**src/rtl/apb_master_bridge_pkg.sv**
```systemverilog
// Shared types and default widths for the APB master bridge.
package apb_pkg;

  localparam int unsigned APB_ADDR_W = 8;
  localparam int unsigned APB_DATA_W = 32;

  typedef enum logic [1:0] {APB_IDLE, APB_SETUP, APB_ACCESS} apb_state_e;

  typedef struct packed {
    logic                  write;
    logic [APB_ADDR_W-1:0] addr;
    logic [APB_DATA_W-1:0] wdata;
  } apb_cmd_t;

  typedef struct packed {
    logic [APB_DATA_W-1:0] rdata;
    logic                  err;
    logic                  tmo;
  } apb_rsp_t;

endpackage

```
**src/rtl/apb_master_bridge_if.sv**
```systemverilog
// Command/response side plus APB bus signals of the bridge.
interface apb_master_bridge_if
  import apb_pkg::*;
#(
  parameter int unsigned ADDR_W = APB_ADDR_W,
  parameter int unsigned DATA_W = APB_DATA_W
);
  logic              cmd_valid;
  logic              cmd_ready;
  logic              cmd_write;
  logic [ADDR_W-1:0] cmd_addr;
  logic [DATA_W-1:0] cmd_wdata;
  logic              rsp_valid;
  logic [DATA_W-1:0] rsp_rdata;
  logic              rsp_err;
  logic              rsp_tmo;
  logic [ADDR_W-1:0] paddr;
  logic              psel;
  logic              penable;
  logic              pwrite;
  logic [DATA_W-1:0] pwdata;
  logic [DATA_W-1:0] prdata;
  logic              pready;
  logic              pslverr;

  // Bridge side: takes commands, drives the APB requester signals.
  modport master (
    input  cmd_valid, cmd_write, cmd_addr, cmd_wdata, prdata, pready, pslverr,
    output cmd_ready, rsp_valid, rsp_rdata, rsp_err, rsp_tmo,
    output paddr, psel, penable, pwrite, pwdata
  );

  // Environment side: command source and APB completer.
  modport slave (
    output cmd_valid, cmd_write, cmd_addr, cmd_wdata, prdata, pready, pslverr,
    input  cmd_ready, rsp_valid, rsp_rdata, rsp_err, rsp_tmo,
    input  paddr, psel, penable, pwrite, pwdata
  );
endinterface

```
**src/rtl/apb_master_bridge_timer.sv**
```systemverilog
// Wait-state watchdog: counts ACCESS cycles with pready low.
module apb_wait_timer #(
  parameter int unsigned TIMEOUT = 16
) (
  input  logic clk,
  input  logic rst,
  input  logic clr_i,
  input  logic en_i,
  output logic expired_o
);
  localparam int unsigned CNT_W = (TIMEOUT > 0) ? $clog2(TIMEOUT + 1) : 1;

  logic [CNT_W-1:0] cnt_q, cnt_d;

  // Next count: clear wins, otherwise saturating increment.
  always_comb begin
    cnt_d = cnt_q;
    if (clr_i) begin
      cnt_d = '0;
    end else if (en_i && (cnt_q != '1)) begin
      cnt_d = cnt_q + 1'b1;
    end
  end

  // Counter register.
  always_ff @(posedge clk or posedge rst) begin
    if (rst) cnt_q <= '0;
    else     cnt_q <= cnt_d;
  end

  assign expired_o = (TIMEOUT != 0) && (cnt_q == CNT_W'(TIMEOUT - 1));
endmodule

```
**src/rtl/apb_master_bridge.sv**
```systemverilog
// APB requester: valid/ready command -> SETUP/ACCESS transfer -> one response.
module apb_master_bridge
  import apb_pkg::*;
#(
  parameter int unsigned ADDR_W  = APB_ADDR_W,
  parameter int unsigned DATA_W  = APB_DATA_W,
  parameter int unsigned TIMEOUT = 16
) (
  input  logic pclk,
  input  logic rst,
  apb_master_bridge_if.master bus
);
  apb_state_e        state_q, state_d;
  logic [ADDR_W-1:0] paddr_q, paddr_d;
  logic              pwrite_q, pwrite_d;
  logic [DATA_W-1:0] pwdata_q, pwdata_d;
  logic              psel_q, psel_d;
  logic              penable_q, penable_d;
  logic              rsp_valid_q, rsp_valid_d;
  logic [DATA_W-1:0] rsp_rdata_q, rsp_rdata_d;
  logic              rsp_err_q, rsp_err_d;
  logic              rsp_tmo_q, rsp_tmo_d;
  logic              cmd_ready;
  logic              tmr_clr, tmr_en, tmr_expired;

  assign cmd_ready = (state_q == APB_IDLE) && !rst;
  assign tmr_en    = (state_q == APB_ACCESS) && !bus.pready;

  apb_wait_timer #(.TIMEOUT(TIMEOUT)) u_timer (
    .clk      (pclk),
    .rst      (rst),
    .clr_i    (tmr_clr),
    .en_i     (tmr_en),
    .expired_o(tmr_expired)
  );

  // Next state, captured command and response; APB strobes follow the next state.
  always_comb begin
    state_d     = state_q;
    paddr_d     = paddr_q;
    pwrite_d    = pwrite_q;
    pwdata_d    = pwdata_q;
    rsp_valid_d = 1'b0;
    rsp_rdata_d = rsp_rdata_q;
    rsp_err_d   = rsp_err_q;
    rsp_tmo_d   = rsp_tmo_q;
    tmr_clr     = 1'b0;
    case (state_q)
      APB_IDLE: begin
        if (bus.cmd_valid && cmd_ready) begin
          paddr_d  = bus.cmd_addr;
          pwrite_d = bus.cmd_write;
          if (bus.cmd_write) pwdata_d = bus.cmd_wdata;
          tmr_clr  = 1'b1;
          state_d  = APB_SETUP;
        end
      end
      APB_SETUP: state_d = APB_ACCESS;
      APB_ACCESS: begin
        // pready is checked first so a completion on the timeout cycle is not aborted
        if (bus.pready) begin
          rsp_valid_d = 1'b1;
          rsp_rdata_d = pwrite_q ? '0 : bus.prdata;
          rsp_err_d   = bus.pslverr;
          rsp_tmo_d   = 1'b0;
          state_d     = APB_IDLE;
        end else if (tmr_expired) begin
          rsp_valid_d = 1'b1;
          rsp_rdata_d = '0;
          rsp_err_d   = 1'b1;
          rsp_tmo_d   = 1'b1;
          state_d     = APB_IDLE;
        end
      end
      default: state_d = APB_IDLE;
    endcase
    psel_d    = (state_d != APB_IDLE);
    penable_d = (state_d == APB_ACCESS);
  end

  // State and registered outputs.
  always_ff @(posedge pclk or posedge rst) begin
    if (rst) begin
      state_q     <= APB_IDLE;
      paddr_q     <= '0;
      pwrite_q    <= 1'b0;
      pwdata_q    <= '0;
      psel_q      <= 1'b0;
      penable_q   <= 1'b0;
      rsp_valid_q <= 1'b0;
      rsp_rdata_q <= '0;
      rsp_err_q   <= 1'b0;
      rsp_tmo_q   <= 1'b0;
    end else begin
      state_q     <= state_d;
      paddr_q     <= paddr_d;
      pwrite_q    <= pwrite_d;
      pwdata_q    <= pwdata_d;
      psel_q      <= psel_d;
      penable_q   <= penable_d;
      rsp_valid_q <= rsp_valid_d;
      rsp_rdata_q <= rsp_rdata_d;
      rsp_err_q   <= rsp_err_d;
      rsp_tmo_q   <= rsp_tmo_d;
    end
  end

  assign bus.cmd_ready = cmd_ready;
  assign bus.paddr     = paddr_q;
  assign bus.pwrite    = pwrite_q;
  assign bus.pwdata    = pwdata_q;
  assign bus.psel      = psel_q;
  assign bus.penable   = penable_q;
  assign bus.rsp_valid = rsp_valid_q;
  assign bus.rsp_rdata = rsp_rdata_q;
  assign bus.rsp_err   = rsp_err_q;
  assign bus.rsp_tmo   = rsp_tmo_q;
endmodule

```
**src/flat_wrapper.sv**
```systemverilog
// flat-port wrapper written by rule: the top's interface ports become plain ports
module apb_master_bridge_flat import apb_pkg::*;
#(
  parameter int unsigned ADDR_W  = APB_ADDR_W,
  parameter int unsigned DATA_W  = APB_DATA_W,
  parameter int unsigned TIMEOUT = 16
)
  (pclk, rst, bus_cmd_valid, bus_cmd_write, bus_cmd_addr, bus_cmd_wdata, bus_prdata, bus_pready, bus_pslverr, bus_cmd_ready, bus_rsp_valid, bus_rsp_rdata, bus_rsp_err, bus_rsp_tmo, bus_paddr, bus_psel, bus_penable, bus_pwrite, bus_pwdata);
  apb_master_bridge_if #(.ADDR_W(ADDR_W), .DATA_W(DATA_W)) bus_i ();
  input  logic pclk;
  input  logic rst;
  input wire logic [$bits(bus_i.cmd_valid)-1:0] bus_cmd_valid;
  input wire logic [$bits(bus_i.cmd_write)-1:0] bus_cmd_write;
  input wire logic [$bits(bus_i.cmd_addr)-1:0] bus_cmd_addr;
  input wire logic [$bits(bus_i.cmd_wdata)-1:0] bus_cmd_wdata;
  input wire logic [$bits(bus_i.prdata)-1:0] bus_prdata;
  input wire logic [$bits(bus_i.pready)-1:0] bus_pready;
  input wire logic [$bits(bus_i.pslverr)-1:0] bus_pslverr;
  output wire logic [$bits(bus_i.cmd_ready)-1:0] bus_cmd_ready;
  output wire logic [$bits(bus_i.rsp_valid)-1:0] bus_rsp_valid;
  output wire logic [$bits(bus_i.rsp_rdata)-1:0] bus_rsp_rdata;
  output wire logic [$bits(bus_i.rsp_err)-1:0] bus_rsp_err;
  output wire logic [$bits(bus_i.rsp_tmo)-1:0] bus_rsp_tmo;
  output wire logic [$bits(bus_i.paddr)-1:0] bus_paddr;
  output wire logic [$bits(bus_i.psel)-1:0] bus_psel;
  output wire logic [$bits(bus_i.penable)-1:0] bus_penable;
  output wire logic [$bits(bus_i.pwrite)-1:0] bus_pwrite;
  output wire logic [$bits(bus_i.pwdata)-1:0] bus_pwdata;
  assign bus_i.cmd_valid = bus_cmd_valid;
  assign bus_i.cmd_write = bus_cmd_write;
  assign bus_i.cmd_addr = bus_cmd_addr;
  assign bus_i.cmd_wdata = bus_cmd_wdata;
  assign bus_i.prdata = bus_prdata;
  assign bus_i.pready = bus_pready;
  assign bus_i.pslverr = bus_pslverr;
  assign bus_cmd_ready = bus_i.cmd_ready;
  assign bus_rsp_valid = bus_i.rsp_valid;
  assign bus_rsp_rdata = bus_i.rsp_rdata;
  assign bus_rsp_err = bus_i.rsp_err;
  assign bus_rsp_tmo = bus_i.rsp_tmo;
  assign bus_paddr = bus_i.paddr;
  assign bus_psel = bus_i.psel;
  assign bus_penable = bus_i.penable;
  assign bus_pwrite = bus_i.pwrite;
  assign bus_pwdata = bus_i.pwdata;
  apb_master_bridge #(.ADDR_W(ADDR_W), .DATA_W(DATA_W), .TIMEOUT(TIMEOUT)) u_core (.pclk(pclk), .rst(rst), .bus(bus_i));
endmodule
```
**config.mk**
```make
export PLATFORM = sky130hd
export DESIGN_NAME = apb_master_bridge_flat
export DESIGN_NICKNAME = d
export VERILOG_FILES = /design/src/rtl/apb_master_bridge_pkg.sv /design/src/rtl/apb_master_bridge_if.sv /design/src/rtl/apb_master_bridge_timer.sv /design/src/rtl/apb_master_bridge.sv /design/src/flat_wrapper.sv
export SDC_FILE = /design/constraint.sdc
export NUM_CORES = 1
export LEC_CHECK = 0
export ABC_AREA = 1
export CORE_UTILIZATION = 40
export CTS_BUF_LIST = sky130_fd_sc_hd__clkbuf_8
export DETAILED_ROUTE_END_ITERATION = 10
export PLACE_DENSITY = 0.78
export SETUP_SLACK_MARGIN = 0.02
export SYNTH_ARGS = -nofsm -noshare
export SYNTH_HDL_FRONTEND = slang
export SYNTH_SLANG_ARGS = --single-unit
```
**constraint.sdc**
```tcl
create_clock -name pclk -period 8.4 [get_ports pclk]
set_input_delay 1.26 -clock pclk [delete_from_list [all_inputs] [get_ports pclk]]
set_output_delay 1.26 -clock pclk [all_outputs]
set_load 0.005 [all_outputs]
```
Word level (Yosys, flattened, before mapping):

Cells that the tools add are included.

* register bits after elaboration: 85
* input port bits: 78
* output and inout port bits: 79
* word-level logic and storage cells: 47

* add/subtract/negate cells: 1
* equal/unequal tests: 5
* muxes and demuxes: 17
* reduce and logical (&&, ||, !) cells: 13

Operator list (number)
* $mux 32: 3
* $mux 5: 2
* $mux 1: 8
* $mux 2: 3
* $pmux 2 s3: 1
* $reduce_bool 2->1: 3
* $add 5x1->5 const B: 1
* $eq 5x4->1 const B: 1
* $ne 5x5->1 const B: 1
* $eq 2x2->1 const B: 2
* $logic_and 1x1->1: 4
* $reduce_and 2->1: 2
* $reduce_and 3->1: 1
* $eq 2x1->1 const B: 1
* $logic_not 1->1: 2
* $logic_not 2->1: 1

Logic depth before layout (Yosys ltp):

* depth in word-level cells: 6
* gate-level depth with buffers: 10
* gate-level depth less buffers: 10

Modules after synthesis:

A second synthesis with hierarchy kept.

* cell total of the unflattened synthesis: 380
* area total of the unflattened synthesis: 3410.8 µm²

By module, submodules not included
* apb_master_bridge: times used 1, cells each 342, area an instance 3111.7 µm², sequential area each 2001.9 µm²
* apb_wait_timer: times used 1, cells each 38, area an instance 299.0 µm², sequential area each 125.1 µm²

Worst setup path after synthesis:

No wires, ideal clock.

* path type: input port to flip-flop
* from: in rst
* to: reg u_core.pwdata_q[10] (netlist: u_core.bus.pwdata[10])
* setup time: 0.118 ns
* arrival time: 3.965 ns
* required time: 8.282 ns
* path slack: 4.317 ns
* cell stages on the path: 5
* buffers on the path: 1
* cell sequence: inv_1 -> nand4_1 -> buf_2 -> nand2_1 -> nand2_1

* longest elaborated chain between the ends: 4

Ends and longest elaborated chain
* from (decl): line flat_wrapper.sv:11 `input logic rst;`
* $logic_not 1->1: line apb_master_bridge.sv:26 `assign cmd_ready = (state_q == APB_IDLE) && !rst;`
* $logic_and 1x1->1: line apb_master_bridge.sv:26
* $logic_and 1x1->1: line apb_master_bridge.sv:50 `if (bus.cmd_valid && cmd_ready) begin`
* $reduce_and 3->1 (no line)
* to (signal assigned): line apb_master_bridge.sv:98 `pwdata_q <= pwdata_d;`
* to (decl): line apb_master_bridge.sv:16 `logic [DATA_W-1:0] pwdata_q, pwdata_d;`

Every way passes these cells.
A chain may end at the register's enable or synchronous reset.

Worst setup path after layout:

* from: in rst
* to: out bus_cmd_ready

* longest elaborated chain between the ends: 2

Ends and longest elaborated chain
* $logic_not 1->1: line apb_master_bridge.sv:26
* $logic_and 1x1->1: line apb_master_bridge.sv:26
* to (decl): line flat_wrapper.sv:19 `output wire logic [$bits(bus_i.cmd_ready)-1:0] bus_cmd_ready;`

Every way passes these cells.

==> flow_summary_export.csv <==
group,metric,value,unit
timing,slew_violations,0,
grt,grt_pass1_vias,3048,
setup_path,reg2reg_slack,6320,ps
setup_path,reg2reg_from,"u_core.u_timer.cnt_q[0]",
timing,hold-worst-slack,481,ps
timing,fin_crit_sh,0.430,
grt,grt_pass1_wl,13800,µm
grt,grt_max_degree,60,
yosys,yosysWarningCount,0,
clock_tree,ctsHtreeMaxLevel,3,
timing,hold_viol_final,0,
routing,antenna_left,0,
setup_path,worst_r2r_endpoint,"u_core.bus.rsp_tmo",
setup_path,crit_arrival,2360,ps
routing,drc,0,
timing,clock.fmax,277,MHz
yosys,synth_nets,462,
clock_tree,clock_latency,340,ps
die,io_pins,157,
setup_path,crit_fanout,2,
setup_path,critPathRequiredTime,7140,ps
final_layout,area_delta_synth_final,50.7,%
clock_tree,cts_hold_buffers,0,
clock_tree,root_buffer,"clkbuf_8",
yosys,ys_ff_latch,85,
final_layout,seqCellArea,2130,µm²
grt,grt.total_usage,0.198,
clock_tree,cts_buffers,9,
power,vdd_ir_drop_max,0.106,mV
setup_path,cp_common_cell,"clkdlybuf4s50_1",
die,rows,33,
setup_path,r2r_cells,9,
die,dieArea,9040,µm²
setup_path,setup.worst_path.start,"rst",
die,die_w,95.1,µm
timing,rsz0062_at_grt,"no",
routing,firstDrtPassIters,4,
clock_tree,post-cts-setup-buffer-count,0,
setup_path,cp_slowest_stage_delay,520,ps
timing,fin_skew,15.3,ps
routing,via_count,3064,
timing,worst_pin_slew,1260,ps
clock_tree,cts_tree,"built",
power,p_per_area,233,nW/µm²
timing,layout_min_cycle_time,3620,ps
clock_tree,cts.repair.resized,0,
grt,antenna_found_initial,0,
setup_path,path_cells,"clkdlybuf4s50_1 -> nor3_1 -> clkdlybuf4s50_1",
flow_run,maxCapViolations,0,
yosys,netlist_area,3470,µm²
die,start_util,0.418,
power,leakage,0.00257,µW
die,chipHeight,95.1,µm
final_layout,layout.nets,611,
timing,tns,0,ps
routing,avgRoutedWirePerCell,13.6,µm
final_layout,multi_input_area,1160,µm²
setup_path,crit_path_start_kind,"input port",
routing,via_per_inst,4.79,
setup_path,endpoint,"bus_cmd_ready",
yosys,netlist_instances,381,
place,routabilityCongestion,0.703,
place,dp_hpwl,6070,µm
final_layout,layout.filler_cells,702,
clock_tree,clk_pin_slew,80,ps
place,port_buffers,156,
clock_tree,numClockSinks,85,
routing,wl,8710,µm
setup_path,critPathKind,"in -> out",
yosys,avgSynthCellArea,9.10,µm²
routing,drtIter0Drc,99,
die,core-area,8300,µm²
yosys,ys_seq_area_frac,0.613,
setup_path,worst_path_max_delay_cell,"clkdlybuf4s50_1",
final_layout,layout-drive-gt1-share,0.0542,
yosys,ys_types,22,
timing,setup_viol,0,
setup_path,endpoint_kind,"output pin",
grt,overflow,0,
worst_hold_path,min_path_type,"reg -> reg",
timing,relSlewSlack,0.158,
outcome,run_status,"complete, no violations",
final_layout,diodes,0,
clock_tree,clockBufferDepth,2,
-- worst min-delay path by stage --
stage,to,cells past startpoint,from,slack (ps)
6_report,u_core.bus.pwdata[12],2,u_core.bus.pwdata[12],480
5_1_grt,u_core.bus.rsp_rdata[21],2,u_core.bus.rsp_rdata[21],500
4_1_cts,u_core.bus.pwdata[12],2,u_core.bus.pwdata[12],490
3_5_place_dp,u_core.bus.pwdata[10],2,u_core.bus.pwdata[10],460
3_3_place_gp,u_core.bus.rsp_rdata[11],2,u_core.bus.rsp_rdata[11],460
2_1_floorplan,u_core.bus.rsp_rdata[0],2,u_core.bus.rsp_rdata[0],470
-- final cells by class --
class                           instances  share of cell area
Clock inverter                          7             0.00958
Inverter                               11             0.00862
Tap cell                              105              0.0251
Sequential cell                        85               0.407
Clock buffer                            9              0.0237
Timing Repair Buffer                  159               0.303
Multi-Input combinational cell        264               0.223
-- cells in the mapped netlist --
master,number,share of area
xor2_1,1,0.0025
inv_2,1,0.0011
dfrtp_1,85,0.61
nor2_2,1,0.0018
nor3_1,2,0.0029
ha_1,3,0.011
nor2_4,1,0.0032
o21ai_0,3,0.0043
nand3_1,71,0.10
nor2_1,8,0.0087
nor2_8,1,0.0058
nand4_1,2,0.0036
nand3_2,1,0.0029
buf_2,7,0.010
inv_1,9,0.0097
inv_4,1,0.0018
nand2_1,168,0.18
buf_4,7,0.015
nand2_2,1,0.0018
buf_6,3,0.0097
clkbuf_1,4,0.0043
or2_2,1,0.0018
-- cells in the final DEF, fill, tap and decap left out --
| cell type | instances |
|---|---|
| inv_6 | 1 |
| nand2_2 | 1 |
| nor2_2 | 2 |
| inv_2 | 1 |
| nor2_8 | 1 |
| clkinv_4 | 1 |
| clkinv_2 | 3 |
| nor2_1 | 7 |
| nand4_1 | 2 |
| inv_4 | 1 |
| nor3_1 | 2 |
| buf_4 | 3 |
| clkinvlp_4 | 3 |
| nand3_2 | 1 |
| inv_1 | 8 |
| nand3_1 | 71 |
| clkdlybuf4s50_1 | 156 |
| nand2_1 | 168 |
| clkbuf_8 | 9 |
| or2_2 | 1 |
| nor2_4 | 1 |
| o21ai_0 | 3 |
| xor2_1 | 1 |
| ha_1 | 3 |
| dfrtp_1 | 85 |
-- cells by family after synthesis --
kind of cell    after synthesis  share of synthesized area
fa+ha+maj                     3                     0.0108
compound gates                3                    0.00433
simple gates                257                      0.317
buf+inv                      32                     0.0520
flops                        85                      0.613
xor+xnor                      1                    0.00253
-- where the power goes --
group	internal, µW	switching [µW]
clock network	108	144
registers	511	59.6
logic	244	149
total	863	353
-- sequential cells by signal, indices dropped and copies added (netlist names) --
register and flops:
u_core.bus.pwdata 32, u_core.bus.pwrite 1, u_core.bus.rsp_valid 1, u_core.bus.paddr 8, u_core.bus.penable 1, u_core.bus.psel 1, u_core.state_q 2, u_core.u_timer.cnt_q 5
u_core.bus.rsp_rdata 32, u_core.bus.rsp_tmo 1, u_core.bus.rsp_err 1
-- per-stage QoR --
stage                     utilization  std cells  total power (µW)  worst slack, ps  area, µm²
after CTS                       0.629        640              1230             4760       5220
after global routing            0.629        640              1300             4670       5220
final                           0.629        640              1220             4780       5220
after floorplan                     -        381               707             4320       3470
after global placement          0.608        624               963             4770       5050
after detailed placement        0.608        624               974             4770       5050
-- critical path, delay by kind of cell --
family / cells / cell delay [ps]
buffers and inverters: 2 / 950
AND/OR/NAND/NOR: 1 / 140
-- metal layers --
layer,wire (µm),track usage,vias up
met1,3610,0.230,1438
met4,85,0.0669,0
met2,4190,0.344,112
met3,832,0.0606,8
li1,-,-,1506
met5,0,0,-
No activity file was read; power rests on OpenSTA's default activity.
